==> src/rtl/counter_readout_sched_pkg.sv <==
// Shared types and constants for the timestamp counter readout scheduler.
//   state_e   : readout FSM states, IDLE through WAIT
//   CH1/CH2   : channel encodings; this is also the header channel bit
//   HDR_*     : header word field positions
//   make_hdr  : assembles a header word from tag, channel and sequence number
package counter_readout_pkg;

    typedef enum logic [2:0] {
        ST_IDLE,
        ST_SNAP,
        ST_HDR,
        ST_LO,
        ST_HI,
        ST_PH,
        ST_CLR,
        ST_WAIT
    } state_e;

    localparam logic CH1 = 1'b0;
    localparam logic CH2 = 1'b1;

    localparam int HDR_TAG_MSB = 31;
    localparam int HDR_TAG_LSB = 24;
    localparam int HDR_CH_BIT  = 16;
    localparam int HDR_SEQ_MSB = 15;

    function automatic logic [31:0] make_hdr(input logic [7:0] tag, input logic ch,
                                             input logic [15:0] seq);
        logic [31:0] h;
        h = '0;
        h[HDR_TAG_MSB:HDR_TAG_LSB] = tag;
        h[HDR_CH_BIT]              = ch;
        h[HDR_SEQ_MSB:0]           = seq;
        return h;
    endfunction

endpackage

==> src/rtl/counter_readout_sched_if.sv <==
// Host word stream (valid/ready) carrying readout frames.
//   oData  : 32-bit stream word           (master -> slave)
//   oValid : word valid                   (master -> slave)
//   oLast  : final word of a frame        (master -> slave)
//   iReady : host accepts the word        (slave -> master)
interface counter_readout_sched_if;
    logic [31:0] oData;
    logic        oValid;
    logic        oLast;
    logic        iReady;

    modport master (output oData, oValid, oLast, input iReady);
    modport slave  (input oData, oValid, oLast, output iReady);
endinterface

==> src/rtl/counter_readout_sched_rdy_sync.sv <==
// Synchroniser for one asynchronous channel ready flag.
//   globalClock : destination clock
//   iRstN       : asynchronous active-low reset, clears the chain
//   iRdy        : asynchronous ready flag
//   oRdyS       : iRdy delayed through pSYNC flops
module rdy_sync #(
    parameter int pSYNC = 2
) (
    input  logic globalClock,
    input  logic iRstN,
    input  logic iRdy,
    output logic oRdyS
);
    logic [pSYNC-1:0] chain_q;

    always_ff @(posedge globalClock or negedge iRstN) begin
        if (!iRstN) chain_q <= '0;
        else        chain_q <= {chain_q[pSYNC-2:0], iRdy};
    end

    assign oRdyS = chain_q[pSYNC-1];
endmodule

==> src/rtl/counter_readout_sched.sv <==
// Readout scheduler for the two latch channels of the 64-bit timestamp counter.
// Arbitrates the synchronised ready flags round-robin, snapshots {lo,hi,phase},
// sends a 4-word frame (header, lo, hi, phase) on the host stream, pulses the
// channel's reset-latch and waits for its ready flag to drop.
//   globalClock, iRstN          : clock, asynchronous active-low reset
//   iEnable                     : allow new grants (current frame always completes)
//   iRdy1/iRdy2                 : asynchronous channel ready flags
//   i1Lo/i1Hi/i1Ph, i2Lo/...    : channel latched words, stable while ready is high
//   oResetLatch1/2              : single-cycle reset-latch pulse
//   strm                        : host word stream (master side)
//   oBusy                       : FSM not idle
//   oErr                        : sticky clear-timeout flag
import counter_readout_pkg::*;

module counter_readout_sched #(
    parameter int         pSYNC    = 2,
    parameter int         pCLR_TMO = 1024,
    parameter logic [7:0] pTAG     = 8'hC7
) (
    input  logic        globalClock,
    input  logic        iRstN,
    input  logic        iEnable,
    input  logic        iRdy1,
    input  logic        iRdy2,
    input  logic [31:0] i1Lo,
    input  logic [31:0] i1Hi,
    input  logic [31:0] i1Ph,
    input  logic [31:0] i2Lo,
    input  logic [31:0] i2Hi,
    input  logic [31:0] i2Ph,
    output logic        oResetLatch1,
    output logic        oResetLatch2,
    counter_readout_sched_if.master strm,
    output logic        oBusy,
    output logic        oErr
);
    localparam int TW = $clog2(pCLR_TMO + 1);

    state_e        state_q, state_d;
    logic          rr_q, rr_d;       // channel preferred when both are eligible
    logic          gnt_q, gnt_d;     // channel owning the current frame
    logic [1:0]    mask_q, mask_d;   // channels blocked after a clear timeout
    logic [15:0]   seq_q, seq_d;
    logic [31:0]   lo_q, lo_d, hi_q, hi_d, ph_q, ph_d;
    logic [TW-1:0] tmo_q, tmo_d;
    logic          err_q, err_d;
    logic [1:0]    rdy_s;
    logic [1:0]    elig;
    logic          acc;

    rdy_sync #(.pSYNC(pSYNC)) u_sync1 (
        .globalClock(globalClock), .iRstN(iRstN), .iRdy(iRdy1), .oRdyS(rdy_s[0])
    );
    rdy_sync #(.pSYNC(pSYNC)) u_sync2 (
        .globalClock(globalClock), .iRstN(iRstN), .iRdy(iRdy2), .oRdyS(rdy_s[1])
    );

    assign elig  = rdy_s & ~mask_q;
    assign acc   = strm.oValid && strm.iReady;
    assign oBusy = (state_q != ST_IDLE);
    assign oErr  = err_q;

    always_comb begin
        state_d      = state_q;
        rr_d         = rr_q;
        gnt_d        = gnt_q;
        mask_d       = mask_q & rdy_s;   // a mask lifts once the flag is seen low
        seq_d        = seq_q;
        lo_d         = lo_q;
        hi_d         = hi_q;
        ph_d         = ph_q;
        tmo_d        = tmo_q;
        err_d        = err_q;
        strm.oValid  = 1'b0;
        strm.oData   = '0;
        strm.oLast   = 1'b0;
        oResetLatch1 = 1'b0;
        oResetLatch2 = 1'b0;
        case (state_q)
            ST_IDLE: begin
                if (iEnable && (elig != 2'b00)) begin
                    state_d = ST_SNAP;
                    if (&elig) begin
                        gnt_d = rr_q;
                        rr_d  = ~rr_q;
                    end else begin
                        gnt_d = elig[1] ? CH2 : CH1;
                    end
                end
            end
            ST_SNAP: begin
                lo_d    = (gnt_q == CH2) ? i2Lo : i1Lo;
                hi_d    = (gnt_q == CH2) ? i2Hi : i1Hi;
                ph_d    = (gnt_q == CH2) ? i2Ph : i1Ph;
                state_d = ST_HDR;
            end
            ST_HDR: begin
                strm.oValid = 1'b1;
                strm.oData  = make_hdr(pTAG, gnt_q, seq_q);
                if (acc) begin
                    seq_d   = seq_q + 16'd1;
                    state_d = ST_LO;
                end
            end
            ST_LO: begin
                strm.oValid = 1'b1;
                strm.oData  = lo_q;
                if (acc) state_d = ST_HI;
            end
            ST_HI: begin
                strm.oValid = 1'b1;
                strm.oData  = hi_q;
                if (acc) state_d = ST_PH;
            end
            ST_PH: begin
                strm.oValid = 1'b1;
                strm.oData  = ph_q;
                strm.oLast  = 1'b1;
                if (acc) state_d = ST_CLR;
            end
            ST_CLR: begin
                oResetLatch1 = (gnt_q == CH1);
                oResetLatch2 = (gnt_q == CH2);
                tmo_d        = '0;
                state_d      = ST_WAIT;
            end
            ST_WAIT: begin
                if (!rdy_s[gnt_q]) begin
                    state_d = ST_IDLE;
                end else if (tmo_q == TW'(pCLR_TMO - 1)) begin
                    // Flag never dropped: flag the error and keep the channel out
                    // of arbitration until it is observed low.
                    err_d         = 1'b1;
                    mask_d[gnt_q] = 1'b1;
                    state_d       = ST_IDLE;
                end else begin
                    tmo_d = tmo_q + 1'b1;
                end
            end
            default: state_d = ST_IDLE;
        endcase
    end

    always_ff @(posedge globalClock or negedge iRstN) begin
        if (!iRstN) begin
            state_q <= ST_IDLE;
            rr_q    <= CH1;
            gnt_q   <= CH1;
            mask_q  <= '0;
            seq_q   <= '0;
            lo_q    <= '0;
            hi_q    <= '0;
            ph_q    <= '0;
            tmo_q   <= '0;
            err_q   <= 1'b0;
        end else begin
            state_q <= state_d;
            rr_q    <= rr_d;
            gnt_q   <= gnt_d;
            mask_q  <= mask_d;
            seq_q   <= seq_d;
            lo_q    <= lo_d;
            hi_q    <= hi_d;
            ph_q    <= ph_d;
            tmo_q   <= tmo_d;
            err_q   <= err_d;
        end
    end
endmodule

==> src/flat_wrapper.sv <==
// flat-port wrapper written by rule: the top's interface ports become plain ports
module counter_readout_sched_flat 
#(
    parameter int         pSYNC    = 2,
    parameter int         pCLR_TMO = 1024,
    parameter logic [7:0] pTAG     = 8'hC7
)
  (globalClock, iRstN, iEnable, iRdy1, iRdy2, i1Lo, i1Hi, i1Ph, i2Lo, i2Hi, i2Ph, oResetLatch1, oResetLatch2, oBusy, oErr, strm_oData, strm_oValid, strm_oLast, strm_iReady);
  counter_readout_sched_if strm_i ();
  input  logic globalClock;
  input  logic iRstN;
  input  logic iEnable;
  input  logic iRdy1;
  input  logic iRdy2;
  input  logic [31:0] i1Lo;
  input  logic [31:0] i1Hi;
  input  logic [31:0] i1Ph;
  input  logic [31:0] i2Lo;
  input  logic [31:0] i2Hi;
  input  logic [31:0] i2Ph;
  output logic oResetLatch1;
  output logic oResetLatch2;
  output logic oBusy;
  output logic oErr;
  output wire logic [$bits(strm_i.oData)-1:0] strm_oData;
  output wire logic [$bits(strm_i.oValid)-1:0] strm_oValid;
  output wire logic [$bits(strm_i.oLast)-1:0] strm_oLast;
  input wire logic [$bits(strm_i.iReady)-1:0] strm_iReady;
  assign strm_oData = strm_i.oData;
  assign strm_oValid = strm_i.oValid;
  assign strm_oLast = strm_i.oLast;
  assign strm_i.iReady = strm_iReady;
  counter_readout_sched #(.pSYNC(pSYNC), .pCLR_TMO(pCLR_TMO), .pTAG(pTAG)) u_core (.globalClock(globalClock), .iRstN(iRstN), .iEnable(iEnable), .iRdy1(iRdy1), .iRdy2(iRdy2), .i1Lo(i1Lo), .i1Hi(i1Hi), .i1Ph(i1Ph), .i2Lo(i2Lo), .i2Hi(i2Hi), .i2Ph(i2Ph), .oResetLatch1(oResetLatch1), .oResetLatch2(oResetLatch2), .strm(strm_i), .oBusy(oBusy), .oErr(oErr));
endmodule
==> config.mk <==
export PLATFORM = sky130hd
export DESIGN_NAME = counter_readout_sched_flat
export DESIGN_NICKNAME = d
export VERILOG_FILES = /design/src/rtl/counter_readout_sched_pkg.sv /design/src/rtl/counter_readout_sched_if.sv /design/src/rtl/counter_readout_sched_rdy_sync.sv /design/src/rtl/counter_readout_sched.sv /design/src/flat_wrapper.sv
export SDC_FILE = /design/constraint.sdc
export NUM_CORES = 1
export LEC_CHECK = 0
export ABC_AREA = 1
export CAP_MARGIN = 15
export CELL_PAD_IN_SITES_DETAIL_PLACEMENT = 1
export CELL_PAD_IN_SITES_GLOBAL_PLACEMENT = 2
export CORE_MARGIN = 3
export CORE_UTILIZATION = 35
export DETAILED_ROUTE_END_ITERATION = 8
export DONT_BUFFER_PORTS = 1
export HOLD_SLACK_MARGIN = 0.15
export PLACE_DENSITY = 0.87
export SLEW_MARGIN = 5
export SYNTH_ARGS = -nofsm -noshare
export SYNTH_HDL_FRONTEND = slang
export SYNTH_SLANG_ARGS = --single-unit
==> constraint.sdc <==
create_clock -name globalClock -period 2.1 [get_ports globalClock]
set_input_delay 0.42 -clock globalClock [delete_from_list [all_inputs] [get_ports globalClock]]
set_output_delay 0.42 -clock globalClock [all_outputs]
set_load 0.05 [all_outputs]
==> results.py <==
metrics = {
    "outcome": {
        "status": "finished with violations",
        "failed_checks": "negative hold slack, negative setup slack",
    },
    "synthesis": {
        "syn-num-nets": 1111,
        "synth.ff_latch_count": 135,
        "async_flop_share_pct": 100,
        "synth_edf_count": 0,
        "syn_area_per_cell_um2": 7.94,
        "yosysTopAreaCell": "dfrtp_1",
        "synth.top_cell.area_share_pct": 46.9,
        "synthCells": 907,
        "yosysSeqAreaShare_pct": 46.9,
        "yosysWarnings": 0,
        "synth_ff_type": "dfrtp_1",
        "syn_area_mm2": 0.00720,
        "yosysMostFrequentCell": "nand2_1",
        "yosys-top-cells-count": "141 x nand2_1, 135 x dfrtp_1, 135 x inv_1, 116 x nor2_1, 97 x o22ai_1",
        "synth_cell_types": 36,
        "synth.area.top_cells": "dfrtp_1 47%, o22ai_1 8.4%, nand2_1 7.3%",
    },
    "sta": {
        "tightestPinTransition_ps": 729,
        "period_needed_ps": 2360,
        "report.final.slew_viol_count": 0,
        "finClkSkew_ps": 12.7,
        "hold_ws_ps": -310,
        "hold_viol": 135,
        "setup_tns_ps": -6660,
        "period_share_pct": 113,
        "setup_viol_count_final": 35,
        "worst_slack_ps": -264,
        "fmax_mhz": 423,
        "rsz0062_at_grt": "true",
        "relSlewSlack_pct": 51.0,
    },
    "critical_path": {
        "crit_path_max_fanout": 10,
        "cp_data_arrival_time_ps": 1940,
        "criticalPathCategory": "register to primary output",
        "end_kind": "primary output",
        "start_kind": "register",
        "worst_ep_required_time_ps": 1680,
    },
    "cts": {
        "cts_tree": "built",
        "cts_made_buffers": 17,
        "ctsHtreeMaxLevel": 4,
        "cts_num_sinks": 135,
        "cts_root_buf": "clkbuf_16",
        "clkTransAtPathRegs_ps": 60,
        "clkLatencyLatePin_ps": 430,
        "cts.path.max_buffers": 2,
        "ctsHoldBuffers": 39,
    },
    "power": {
        "powerDensity_mw_per_mm2": 1760,
        "combPwrFrac_pct": 56.8,
        "p_leak_nw": 4.24,
        "p_int_w": 0.00915,
        "power_frac_seq_pct": 24.4,
        "clkPwrFrac_pct": 18.8,
        "total_power_w": 0.0172,
        "ir_drop_v": 0.000703,
        "p_switching_w": 0.00800,
        "p_sw_share_pct": 46.7,
    },
    "floorplan": {
        "start_util_pct": 36.3,
        "core_area_mm2": 0.0198,
        "row_count": 51,
        "dieArea_mm2": 0.0223,
        "dieHeight_um": 149,
        "die_w_um": 149,
        "io_pins": 236,
    },
    "routing": {
        "routedWlPerCell_um": 20.7,
        "drcViolationCount": 0,
        "vias": 6835,
        "drtIter0Drc": 314,
        "drt-total-wl_um": 26200,
        "vias_per_cell": 5.41,
        "firstDrtPassIters": 4,
        "ant_nets": 0,
    },
    "finish": {
        "drive_above_1_share_pct": 19.9,
        "synthToLayoutAreaGrowth_pct": 35.0,
        "utilization_pct": 49.0,
        "fin_nets": 1187,
    },
    "global_routing": {
        "overflow": 0,
        "grt_max_degree": 136,
        "first_global_vias": 7361,
        "antenna_found_initial": 3,
        "grt_pass1_wl_um": 40500,
        "grt_usage_pct": 23.7,
    },
    "job": {
        "cap_violations": 0,
    },
    "place": {
        "port_buffers": 0,
        "hpwl_um": 17900,
        "place_ws_ps": 23.6,
        "routabilityCongestion": 0.837,
    },
    "min_path": {
        "hold_class": "input pin to asynchronous set/reset pin",
    },
}
[cell usage in the layout (no fill, tap or decap), types with 20 or more instances in the layout]
| cell | n |
|---|---|
| buf_6 | 28 |
| nand2_1 | 132 |
| nor2_1 | 115 |
| inv_1 | 124 |
| nand3_1 | 25 |
| o22ai_1 | 82 |
| buf_4 | 25 |
| dlygate4sd3_1 | 39 |
| dfrtp_1 | 132 |
| a31oi_1 | 20 |
| o21ai_0 | 83 |
[metal layers]
layer	vias up	part of all wire, %	global-route usage [%]
li1	3192	-	-
met1	3382	41	29.0
met2	221	49	39.3
met3	38	7.6	7.66
met4	2	2.3	8.47
met5	-	0.050	0
[stage by stage]
step	instance area, µm²	cells	hold WS [ps]
floorplan	7250	907	124
global placement	7890	1174	132
detailed placement	7890	1174	132
CTS	9330	1253	-335
global route	9720	1263	-343
finish	9730	1264	-310
[power groups by stage]
stage          Combinational, W  Sequential, W  Clock, W
6_report                0.00975        0.00419   0.00323
5_1_grt                  0.0105        0.00430   0.00341
4_1_cts                 0.00899        0.00419   0.00329
3_5_place_dp            0.00811        0.00420         0
3_3_place_gp            0.00798        0.00415         0
2_1_floorplan           0.00565        0.00401         0
[logic make-up (layout without fill, tap and decap cells)]
| family | count (synthesis) | count (layout) | share of synthesized area (%) |
|---|---|---|---|
| buffers and inverters | 194 | 283 | 11.1 |
| XOR/XNOR | 10 | 10 | 1.22 |
| AND/OR/NAND/NOR | 321 | 321 | 19.4 |
| flip-flops | 135 | 135 | 46.9 |
| adder cells (fa/ha/maj) | 6 | 6 | 1.04 |
| other | 0 | 3 | 0 |
| AO/OA/AOI/OAI | 241 | 241 | 20.3 |
[flip-flops by register name (all words and copies together), names as in the netlist]
| register | count |
|---|---|
| u_core.hi_q | 32 |
| u_core.lo_q | 32 |
| u_core.ph_q | 32 |
| u_core.seq_q | 16 |
| u_core.tmo_q | 11 |
| u_core.state_q | 3 |
| u_core.mask_q | 2 |
| u_core.u_sync1.chain_q | 2 |
| u_core.u_sync2.chain_q | 2 |
| u_core.gnt_q | 1 |
| u_core.oErr | 1 |
| u_core.rr_q | 1 |
[cell type report]
class                      count  area (µm²)
inverter                     138         531
antenna                        3        7.51
clock inverter                14         186
sequential                   135        3380
fill                        2275       10100
tap                          265         332
clock buffer                  18         439
timing repair buffer         113        1320
multi-input combinational    578        3530
[worst paths after layout]
kind	start	to	slack, ps	depth (start not counted)
max in group asynchronous	iRstN	u_core.gnt_q$_DFFE_PN0P_	2080	0
min	iRstN	u_core.lo_q[13]$_DFFE_PN0P_	-310	0
min reg2reg	u_core.u_sync1.chain_q[0]$_DFF_PN0_	u_core.u_sync1.chain_q[1]$_DFF_PN0_	350	0
max	u_core.state_q[1]$_DFFE_PN0P_	strm_oData[26]	-260	8
min in group globalClock	i1Lo[30]	u_core.lo_q[30]$_DFFE_PN0P_	160	2
max reg2reg	u_core.state_q[1]$_DFFE_PN0P_	u_core.lo_q[28]$_DFFE_PN0P_	100	8
[critical path: stages (launching register included)]
cell and delay (ps):
dfrtp_1 420, inv_2 100, ha_4 190, nand2_8 110, buf_12 150, o22ai_1 90, a21oi_1 170, nand2_1 110
buf_6 160
[repair_timing]
action	CTS	global route
setup endpoints to repair	35	37
hold endpoints to repair	159	135
setup buffers	8	7
pin swaps	4	9
cloned	2	1
gates resized for setup	74	61
Power figures use the tool's default switching activity.
